File: config.mk
export PLATFORM = sky130hd
export DESIGN_NAME = key_event_conditioner
export DESIGN_NICKNAME = d
export VERILOG_FILES = /design/src/rtl/xasted_pkg.sv /design/src/rtl/key_debounce.sv /design/src/rtl/key_event_conditioner.sv
export SDC_FILE = /design/constraint.sdc
export NUM_CORES = 1
export LEC_CHECK = 0
export CORE_MARGIN = 2
export CORE_UTILIZATION = 25
export CTS_CLUSTER_SIZE = 30
export DETAILED_ROUTE_END_ITERATION = 8
export PLACE_DENSITY = 0.48
export REMOVE_ABC_BUFFERS = 1
export SLEW_MARGIN = 20
export SYNTH_ARGS = -nofsm -noshare
export SYNTH_HDL_FRONTEND = slang
export SYNTH_SLANG_ARGS = --single-unit
File: constraint.sdc
create_clock -name MAX10_CLK1_50 -period 2.1 [get_ports MAX10_CLK1_50]
set_clock_uncertainty 0.1 [all_clocks]
set_input_delay 0.21 -clock MAX10_CLK1_50 [delete_from_list [all_inputs] [get_ports MAX10_CLK1_50]]
set_output_delay 0.21 -clock MAX10_CLK1_50 [all_outputs]
set_load 0.005 [all_outputs]
File: src/rtl/xasted_pkg.sv
// Shared definitions for the shooter-game input stage.
// Contents:
//   db_state_t           - per-key debounce state encoding (2 bits)
//   KEY_HIGH_IDX/LOW_IDX - which KEY bit drives which gun
//   DEBOUNCE_CYCLES_DEF  - default qualification time (10 ms @ 50 MHz)
//   CNT_W_DEF            - default debounce counter width
package xasted_pkg;

  typedef enum logic [1:0] {
    IDLE    = 2'd0,
    ARMING  = 2'd1,
    DOWN    = 2'd2,
    RELEASE = 2'd3
  } db_state_t;

  localparam int KEY_HIGH_IDX        = 0;
  localparam int KEY_LOW_IDX         = 1;
  localparam int DEBOUNCE_CYCLES_DEF = 500000;
  localparam int CNT_W_DEF           = 20;

endpackage

File: src/rtl/key_debounce.sv
// Synchroniser + debounce FSM for one active-low push button.
// Ports:
//   MAX10_CLK1_50  in   system clock
//   rst            in   synchronous active-high reset
//   key_raw        in   raw button, active-low, asynchronous
//   key_down       out  debounced state, 1 = held
//   press          out  1-cycle pulse when a press is accepted
//
// state   | meaning
// IDLE    | released, waiting for a press level
// ARMING  | press level seen, counting stable cycles
// DOWN    | press accepted, waiting for a release level
// RELEASE | release level seen, counting stable cycles
module key_debounce
  import xasted_pkg::*;
#(
  parameter int DEBOUNCE_CYCLES = DEBOUNCE_CYCLES_DEF,
  parameter int CNT_W           = CNT_W_DEF
) (
  input  logic MAX10_CLK1_50,
  input  logic rst,
  input  logic key_raw,
  output logic key_down,
  output logic press
);

  localparam logic [CNT_W-1:0] CNT_LAST = CNT_W'(DEBOUNCE_CYCLES - 1);

  logic [1:0]       sync;
  logic             k;
  db_state_t        state, state_nx;
  logic [CNT_W-1:0] cnt, cnt_nx;
  logic             press_nx;

  // Sync flops reset to 1 (released), so a key held through reset
  // has to qualify again from scratch.
  always_ff @(posedge MAX10_CLK1_50) begin
    if (rst) begin
      sync  <= 2'b11;
      state <= IDLE;
      cnt   <= '0;
      press <= 1'b0;
    end else begin
      sync  <= {sync[0], key_raw};
      state <= state_nx;
      cnt   <= cnt_nx;
      press <= press_nx;
    end
  end

  assign k = ~sync[1];

  // Leaving ARMING/RELEASE at the terminal count leaves cnt parked there,
  // so the counter never wraps.
  always_comb begin
    state_nx = state;
    cnt_nx   = cnt;
    press_nx = 1'b0;
    case (state)
      IDLE: begin
        if (k) begin
          state_nx = ARMING;
          cnt_nx   = '0;
        end
      end
      ARMING: begin
        if (!k) begin
          state_nx = IDLE;
        end else if (cnt == CNT_LAST) begin
          state_nx = DOWN;
          press_nx = 1'b1;
        end else begin
          cnt_nx = cnt + CNT_W'(1);
        end
      end
      DOWN: begin
        if (!k) begin
          state_nx = RELEASE;
          cnt_nx   = '0;
        end
      end
      RELEASE: begin
        if (k) begin
          state_nx = DOWN;
        end else if (cnt == CNT_LAST) begin
          state_nx = IDLE;
        end else begin
          cnt_nx = cnt + CNT_W'(1);
        end
      end
      default: state_nx = IDLE;
    endcase
  end

  always_comb begin
    key_down = (state == DOWN) || (state == RELEASE);
  end

endmodule

File: src/rtl/key_event_conditioner.sv
// Input stage for the 7-segment shooter: debounces both KEY buttons and
// turns each accepted press into one latched fire request.
// Ports:
//   MAX10_CLK1_50  in   50 MHz system clock
//   rst            in   synchronous active-high reset
//   KEY[1:0]       in   raw buttons, active-low; KEY[0]=high gun, KEY[1]=low gun
//   consume        in   1-cycle strobe: pending request has been taken
//   fire_high      out  latched high-gun request
//   fire_low       out  latched low-gun request
//   key_down[1:0]  out  debounced key state, 1 = held
//   press_dropped  out  1-cycle pulse when a press could not be latched
module key_event_conditioner
  import xasted_pkg::*;
#(
  parameter int DEBOUNCE_CYCLES = DEBOUNCE_CYCLES_DEF,
  parameter int CNT_W           = CNT_W_DEF
) (
  input  logic       MAX10_CLK1_50,
  input  logic       rst,
  input  logic [1:0] KEY,
  input  logic       consume,
  output logic       fire_high,
  output logic       fire_low,
  output logic [1:0] key_down,
  output logic       press_dropped
);

  logic [1:0] press_ev;
  logic       pending_kept;
  logic       fire_high_nx, fire_low_nx, dropped_nx;

  key_debounce #(.DEBOUNCE_CYCLES(DEBOUNCE_CYCLES), .CNT_W(CNT_W)) u_db_high (
    .MAX10_CLK1_50 (MAX10_CLK1_50),
    .rst           (rst),
    .key_raw       (KEY[KEY_HIGH_IDX]),
    .key_down      (key_down[KEY_HIGH_IDX]),
    .press         (press_ev[KEY_HIGH_IDX])
  );

  key_debounce #(.DEBOUNCE_CYCLES(DEBOUNCE_CYCLES), .CNT_W(CNT_W)) u_db_low (
    .MAX10_CLK1_50 (MAX10_CLK1_50),
    .rst           (rst),
    .key_raw       (KEY[KEY_LOW_IDX]),
    .key_down      (key_down[KEY_LOW_IDX]),
    .press         (press_ev[KEY_LOW_IDX])
  );

  // Consume is applied first, so an event arriving with consume is latched
  // (set wins over clear). Only one request may be pending; high wins a tie.
  always_comb begin
    pending_kept = (fire_high | fire_low) & ~consume;
    fire_high_nx = fire_high & ~consume;
    fire_low_nx  = fire_low & ~consume;
    dropped_nx   = 1'b0;
    if (!pending_kept) begin
      if (press_ev[KEY_HIGH_IDX]) begin
        fire_high_nx = 1'b1;
      end else if (press_ev[KEY_LOW_IDX]) begin
        fire_low_nx = 1'b1;
      end
      dropped_nx = press_ev[KEY_HIGH_IDX] & press_ev[KEY_LOW_IDX];
    end else begin
      dropped_nx = press_ev[KEY_HIGH_IDX] | press_ev[KEY_LOW_IDX];
    end
  end

  always_ff @(posedge MAX10_CLK1_50) begin
    if (rst) begin
      fire_high     <= 1'b0;
      fire_low      <= 1'b0;
      press_dropped <= 1'b0;
    end else begin
      fire_high     <= fire_high_nx;
      fire_low      <= fire_low_nx;
      press_dropped <= dropped_nx;
    end
  end

endmodule

==> results of run 1 <==
-- per-layer routing --
layer  vias up  GRT usage, %  wire length, µm  share of wire (%)
li1       1107             -                -                  -
met1       998          13.8             2730                 50
met2        24          17.0             2550                 47
met3         4          2.08              133                2.4
met4         0          3.19               48               0.88
met5         -             0                0                  0
-- area by class of cell --
cell class / instances / area share (%)
clock buffer: 5 / 2.24
clock inverter: 3 / 0.857
inverter: 4 / 0.490
multi-input combinational: 214 / 44.7
sequential: 53 / 34.8
tap: 133 / 5.43
timing repair buffer: 43 / 11.5
-- logic make-up after synthesis --
| logic type | synth area share, % |
|---|---|
| buffers and inverters | 3.42 |
| AOI/OAI and AO/OA | 11.9 |
| muxes | 1.46 |
| DFF | 42.7 |
| and+or+nand+nor | 31.8 |
| xor gates and xnor gates | 7.75 |
| adders and majority gates | 1.01 |
-- report_power, final --
part | switching (mW) | total (mW) | internal, mW
Combinational | 0.0368 | 0.0635 | 0.0267
Sequential | 0.00333 | 1.01 | 1.01
Clock | 0.374 | 0.618 | 0.244
Total | 0.414 | 1.69 | 1.28
-- registers in the layout, indices dropped and copies added (netlist names), named ones only --
register and count:
u_db_low.press 1, u_db_high.cnt 20, u_db_high.sync 2, u_db_low.state 1, u_db_low.cnt 20, u_db_high.press 1, fire_low 1, u_db_low.sync 2
fire_high 1, u_db_high.state 1, press_dropped 1
-- worst max-delay path, stage by stage (launching register included) --
cell and delay, ns:
dfxtp_2 0.36, or3b_4 0.43, nor4_4 0.30, a21oi_2 0.11, clkdlybuf4s15_2 0.29, a221o_1 0.33
-- worst min-delay path by stage --
stage          slack, ns                           end                         start
2_1_floorplan       0.18                      register                           rst
5_1_grt             0.34  u_db_high.sync[1]$_SDFF_PP1_  u_db_high.sync[0]$_SDFF_PP1_
4_1_cts             0.32  u_db_high.sync[1]$_SDFF_PP1_  u_db_high.sync[0]$_SDFF_PP1_
3_5_place_dp        0.30   u_db_low.sync[1]$_SDFF_PP1_   u_db_low.sync[0]$_SDFF_PP1_
3_3_place_gp        0.29   u_db_low.sync[1]$_SDFF_PP1_   u_db_low.sync[0]$_SDFF_PP1_
6_report            0.32  u_db_high.sync[1]$_SDFF_PP1_  u_db_high.sync[0]$_SDFF_PP1_
-- stage by stage --
| step | utilization [%] | instance area (µm²) | cells |
|---|---|---|---|
| floorplan | - | 2420 | 271 |
| global placement | 29.9 | 2910 | 445 |
| detailed placement | 29.9 | 2910 | 445 |
| CTS | 31.0 | 3020 | 453 |
| global route | 31.5 | 3070 | 455 |
| finish | 31.5 | 3070 | 455 |
-- what timing repair did --
item / CTS / global route
setup endpoints to repair: 6 / 9
resized for setup: 2 / 11
pin swaps: 1 / 0
hold endpoints to repair: 0 / 0
gates cloned: 0 / 1
buffers inserted: 0 / 1
-- Yosys cell counts, types with 7 or more instances --
cell type and n:
nand2_1 14, clkbuf_1 7, xor2_1 11, or3_1 11
and3_1 11, xnor2_1 11, dfxtp_1 53, nand3_1 21
a21oi_1 17, o21ai_0 10, nor3_1 7, nand4_1 9
nor2_1 32
==> results.json, run 1 <==
{
  "firstDrtPassIters": 4,
  "synthFlopType": "dfxtp_1",
  "cp-startpoint": "u_db_high.cnt[5]$_SDFFE_PP0P_",
  "seq_area_mm2": 0.00107,
  "crit-reg2reg-launch": "u_db_high.cnt[5]$_SDFFE_PP0P_",
  "cts_max_level": 2,
  "cts-hold-fix-buffers": 0,
  "synthesis.area_mm2": 0.00249,
  "number_of_diodes_added_for_antenna_fixing": 0,
  "remaining_drc_errors": 0,
  "clock_sink_count": 53,
  "instance_count_along_the_most_critical_hold_path": 1,
  "finalPower_mw": 1.69,
  "design.final.nets": 328,
  "hold_class": "reg -> reg",
  "most_frequent_cells_in_the_layout": "dfxtp_1, nor2_1, buf_4",
  "num_vias": 2133,
  "hold_ws_ns": 0.317,
  "area_growth_pct": 23.4,
  "port-buffer-count": 9,
  "timing.final.hold_violations": 0,
  "timing.final.max_slew_violations": 0,
  "tritoncts_clock_tree": "done",
  "critical_path.max_fanout": 6,
  "final.min_clock_period_ns": 2.03,
  "die_footprint_mm2": 0.0108,
  "timing.final.setup_violations": 0,
  "fraction_of_the_yosys_area_taken_by_sequential_cells_pct": 42.7,
  "finalWorstSetupSlack_ns": 0.0678,
  "synth_area_per_cell_um2": 8.72,
  "power.leakage_nw": 1.10,
  "global_placer_s_final_weighted_congestion": 0.777,
  "die-width_um": 104,
  "placeableCoreArea_mm2": 0.00973,
  "fin_crit_sh_pct": 96.8,
  "max_cap_viol_count": 0,
  "yosys.area.top_type_share_pct": 42.7,
  "via_per_inst": 4.69,
  "status": "complete, no violations",
  "detailed_place_hpwl_um": 4010,
  "clkSlewWorstSetupHoldPaths_ns": 0.10,
  "syn_inst": 285,
  "globalRouteOverflowTotal": 0,
  "fp-row-count": 36,
  "pre_cts_slack_ns": -0.0370,
  "floorplan.die.height_um": 104,
  "postRouteWirelength_um": 5460,
  "effective_utilization_at_floorplan_pct": 25.6,
  "multi_input_comb_area_mm2": 0.00137,
  "ant_nets": 0,
  "clock_path_buffers": 2,
  "ys_ff_latch": 53,
  "clock_latency_on_the_worst_skew_pair_ns": 0.31,
  "fin_tns_setup_ns": 0,
  "wl_per_cell_um": 12.0,
  "timing.critical_path.to_type": "register",
  "layout-drive-gt1-share_pct": 21.1,
  "required_ns": 2.20,
  "yosysUniqueCellTypes": 48,
  "fillerInstances": 1038,
  "synth_area_leader_cell": "dfxtp_1",
  "setup.reg_to_reg.worst_slack_ns": 0.07,
  "data_arrival_time_at_the_worst_slack_endpoint_ns": 2.13,
  "setup.worst_path.class": "reg -> reg",
  "peak_supply_drop_uv": 237,
  "critical_path.startpoint_type": "register",
  "timing.critical_path.to": "u_db_high.cnt[6]$_SDFFE_PP0P_",
  "most_frequent_standard_cell_in_the_layout_excluding_fill_and_tap_cells": "dfxtp_1",
  "yosys-top-cells-area": "dfxtp_1, nor2_1, nand3_1",
  "grt_start_max_net_pins": 19,
  "number_of_clock_buffers_inserted_by_tritoncts": 5,
  "first_global_vias": 2025,
  "initialDrtViolationCount": 65,
  "power_density_mw_per_mm2": 552,
  "initial_antenna_violation_count": 0,
  "ff2ff_path_depth": 5,
  "grt_first_pass_wirelength_um": 9370,
  "io_pins": 10,
  "synth-async-reset-ratio_pct": 0,
  "achievable-frequency_ghz": 0.492,
  "cts_root_buf": "clkbuf_8",
  "global_route.usage.total_pct": 10.4,
  "reg2reg_to": "u_db_high.cnt[6]$_SDFFE_PP0P_",
  "synth.yosys.warnings": 0,
  "transition_time_at_the_pin_with_the_least_slew_margin_ns": 0.517,
  "number_of_flops_mapped_to_enable_cells_by_yosys": 0,
  "maxSlewHeadroom_pct": 65.2
}
(Power assumes the default switching activity.)
==> run 2: changes to the inputs <==
Settings changed: ABC_AREA from default to 1, CTS_CLUSTER_SIZE 30 to 14.
==> run 2 against run 1 <==
  * Clock-buffer cell count is 1 higher
  * Synthesized cell count is 65% higher
  * Critical path type unchanged
  * Sequential share of layout area is 4.2 points lower
  * Die area up 21%
==> results.json, run 2 <==
{
  "status": "complete, no violations",
  "pre_cts_slack_ns": 0.220,
  "port-buffer-count": 9,
  "peak_supply_drop_uv": 293,
  "first_global_vias": 2812,
  "wl_per_cell_um": 11.5,
  "clock_sink_count": 53,
  "number_of_flops_mapped_to_enable_cells_by_yosys": 0,
  "synth-async-reset-ratio_pct": 0,
  "most_frequent_cells_in_the_layout": "nand2_1, nor2_1, inv_1",
  "multi_input_comb_area_mm2": 0.00168,
  "global_placer_s_final_weighted_congestion": 0.811,
  "most_frequent_standard_cell_in_the_layout_excluding_fill_and_tap_cells": "nand2_1",
  "grt_start_max_net_pins": 19,
  "post-synth-top-count-cell": "nand2_1",
  "synth_area_leader_cell": "dfxtp_1",
  "setup.worst_path.class": "reg -> reg",
  "maxSlewHeadroom_pct": 65.3,
  "power.leakage_nw": 1.22,
  "final.min_clock_period_ns": 1.90,
  "fin_crit_sh_pct": 90.4,
  "die-width_um": 114,
  "io_pins": 10,
  "critical_path.max_fanout": 10,
  "placeableCoreArea_mm2": 0.0120,
  "hold_class": "reg -> reg",
  "cts_root_buf": "clkbuf_16",
  "required_ns": 2.23,
  "initial_antenna_violation_count": 0,
  "clkSlewWorstSetupHoldPaths_ns": 0.07,
  "timing.critical_path.to_type": "register",
  "cts_max_level": 2,
  "floorplan.die.height_um": 114,
  "firstDrtPassIters": 4,
  "via_per_inst": 4.55,
  "postRouteWirelength_um": 7220,
  "remaining_drc_errors": 0,
  "synthFlopType": "dfxtp_1",
  "die_footprint_mm2": 0.0131,
  "fraction_of_the_yosys_area_taken_by_sequential_cells_pct": 34.9,
  "globalRouteOverflowTotal": 0,
  "layout-drive-gt1-share_pct": 7.90,
  "fin_tns_setup_ns": 0,
  "timing.final.hold_violations": 0,
  "finalPower_mw": 2.07,
  "clock_latency_on_the_worst_skew_pair_ns": 0.30,
  "yosysUniqueCellTypes": 31,
  "num_vias": 2860,
  "synthesis.area_mm2": 0.00304,
  "post-cts-setup-buffers": 0,
  "design.final.nets": 487,
  "grt_first_pass_wirelength_um": 12900,
  "cts-hold-fix-buffers": 0,
  "power_density_mw_per_mm2": 598,
  "yosys.area.top_type_share_pct": 34.9,
  "biggestRegsByFlops": "u_db_high.cnt x20, u_db_low.cnt x20",
  "seq_area_mm2": 0.00106,
  "tritoncts_clock_tree": "done",
  "global_route.usage.total_pct": 12.0,
  "finalWorstSetupSlack_ns": 0.202,
  "number_of_clock_buffers_inserted_by_tritoncts": 5,
  "clock_path_buffers": 2,
  "transition_time_at_the_pin_with_the_least_slew_margin_ns": 0.517,
  "synth_area_per_cell_um2": 6.47,
  "syn_inst": 470,
  "ant_nets": 0,
  "rsz0062_at_grt": "no",
  "fp-row-count": 40,
  "effective_utilization_at_floorplan_pct": 25.4,
  "yosys-top-cells-area": "dfxtp_1, nand2_1, nor2_1",
  "initialDrtViolationCount": 190,
  "synth.yosys.warnings": 0,
  "detailed_place_hpwl_um": 5370,
  "timing.final.setup_violations": 0,
  "synth.cells.most_frequent": "nand2_1, nor2_1, inv_1",
  "achievable-frequency_ghz": 0.527,
  "data_arrival_time_at_the_worst_slack_endpoint_ns": 2.03,
  "cts_resized": 0,
  "timing.final.max_slew_violations": 0,
  "area_growth_pct": 13.9,
  "fillerInstances": 1318,
  "critical_path.startpoint_type": "register",
  "max_cap_viol_count": 0,
  "layout.core_utilization_pct": 29.0,
  "ys_ff_latch": 53,
  "number_of_diodes_added_for_antenna_fixing": 0
}
-- run 2: per-layer routing --
metal	track usage, %	up-vias	wire length, µm
met5	0	-	0
met4	3.25	0	80
met2	20.6	42	3380
met1	15.3	1296	3490
li1	-	1513	-
met3	2.59	9	268
-- run 2: layout make-up --
cell class | instances | share of cell area, %
multi-input combinational | 347 | 48.6
sequential | 53 | 30.6
inverter | 56 | 6.07
tap | 147 | 5.31
timing repair buffer | 17 | 4.33
clock buffer | 6 | 4.01
clock inverter | 2 | 1.08
-- run 2: worst paths after layout --
kind | from | to | slack (ns) | cells after the start
worst max register to register | u_db_high.cnt[0]$_SDFFE_PP0P_ | u_db_high.cnt[3]$_SDFFE_PP0P_ | 0.20 | 8
worst min register to register | u_db_high.sync[0]$_SDFF_PP1_ | u_db_high.sync[1]$_SDFF_PP1_ | 0.31 | 1
worst max-delay path | u_db_high.cnt[0]$_SDFFE_PP0P_ | u_db_high.cnt[3]$_SDFFE_PP0P_ | 0.20 | 8
worst min-delay path | u_db_high.sync[0]$_SDFF_PP1_ | u_db_high.sync[1]$_SDFF_PP1_ | 0.31 | 1
-- run 2: cell families after synthesis --
logic type,after synthesis,share of synthesized area (%)
DFF,53,34.9
adders and majority gates,2,0.822
AOI/OAI and AO/OA,46,8.35
xor gates and xnor gates,8,2.92
buffers and inverters,70,9.83
and+or+nand+nor,291,43.2
-- run 2: per-stage QoR --
step                      cells  hold WS (ns)  instance area [µm²]
after global routing        628         0.333                 3460
after detailed placement    620         0.296                 3290
after global placement      620         0.290                 3290
final                       628         0.308                 3460
after CTS                   628         0.312                 3460
after floorplan             456         0.179                 2950
-- run 2: power breakdown --
part	total [mW]	internal, mW	switching (mW)
clock network	0.987	0.596	0.391
registers	1.02	1.01	0.00519
logic	0.0701	0.0233	0.0468
total	2.07	1.63	0.443
-- run 2: critical path, cell delays in order (launching register included) --
cell and delay, ns:
dfxtp_1 0.39, ha_1 0.24, inv_1 0.09, nor2_4 0.17, nand3_4 0.11, o21bai_4 0.28
buf_4 0.23, nand3_1 0.07, a21oi_1 0.15
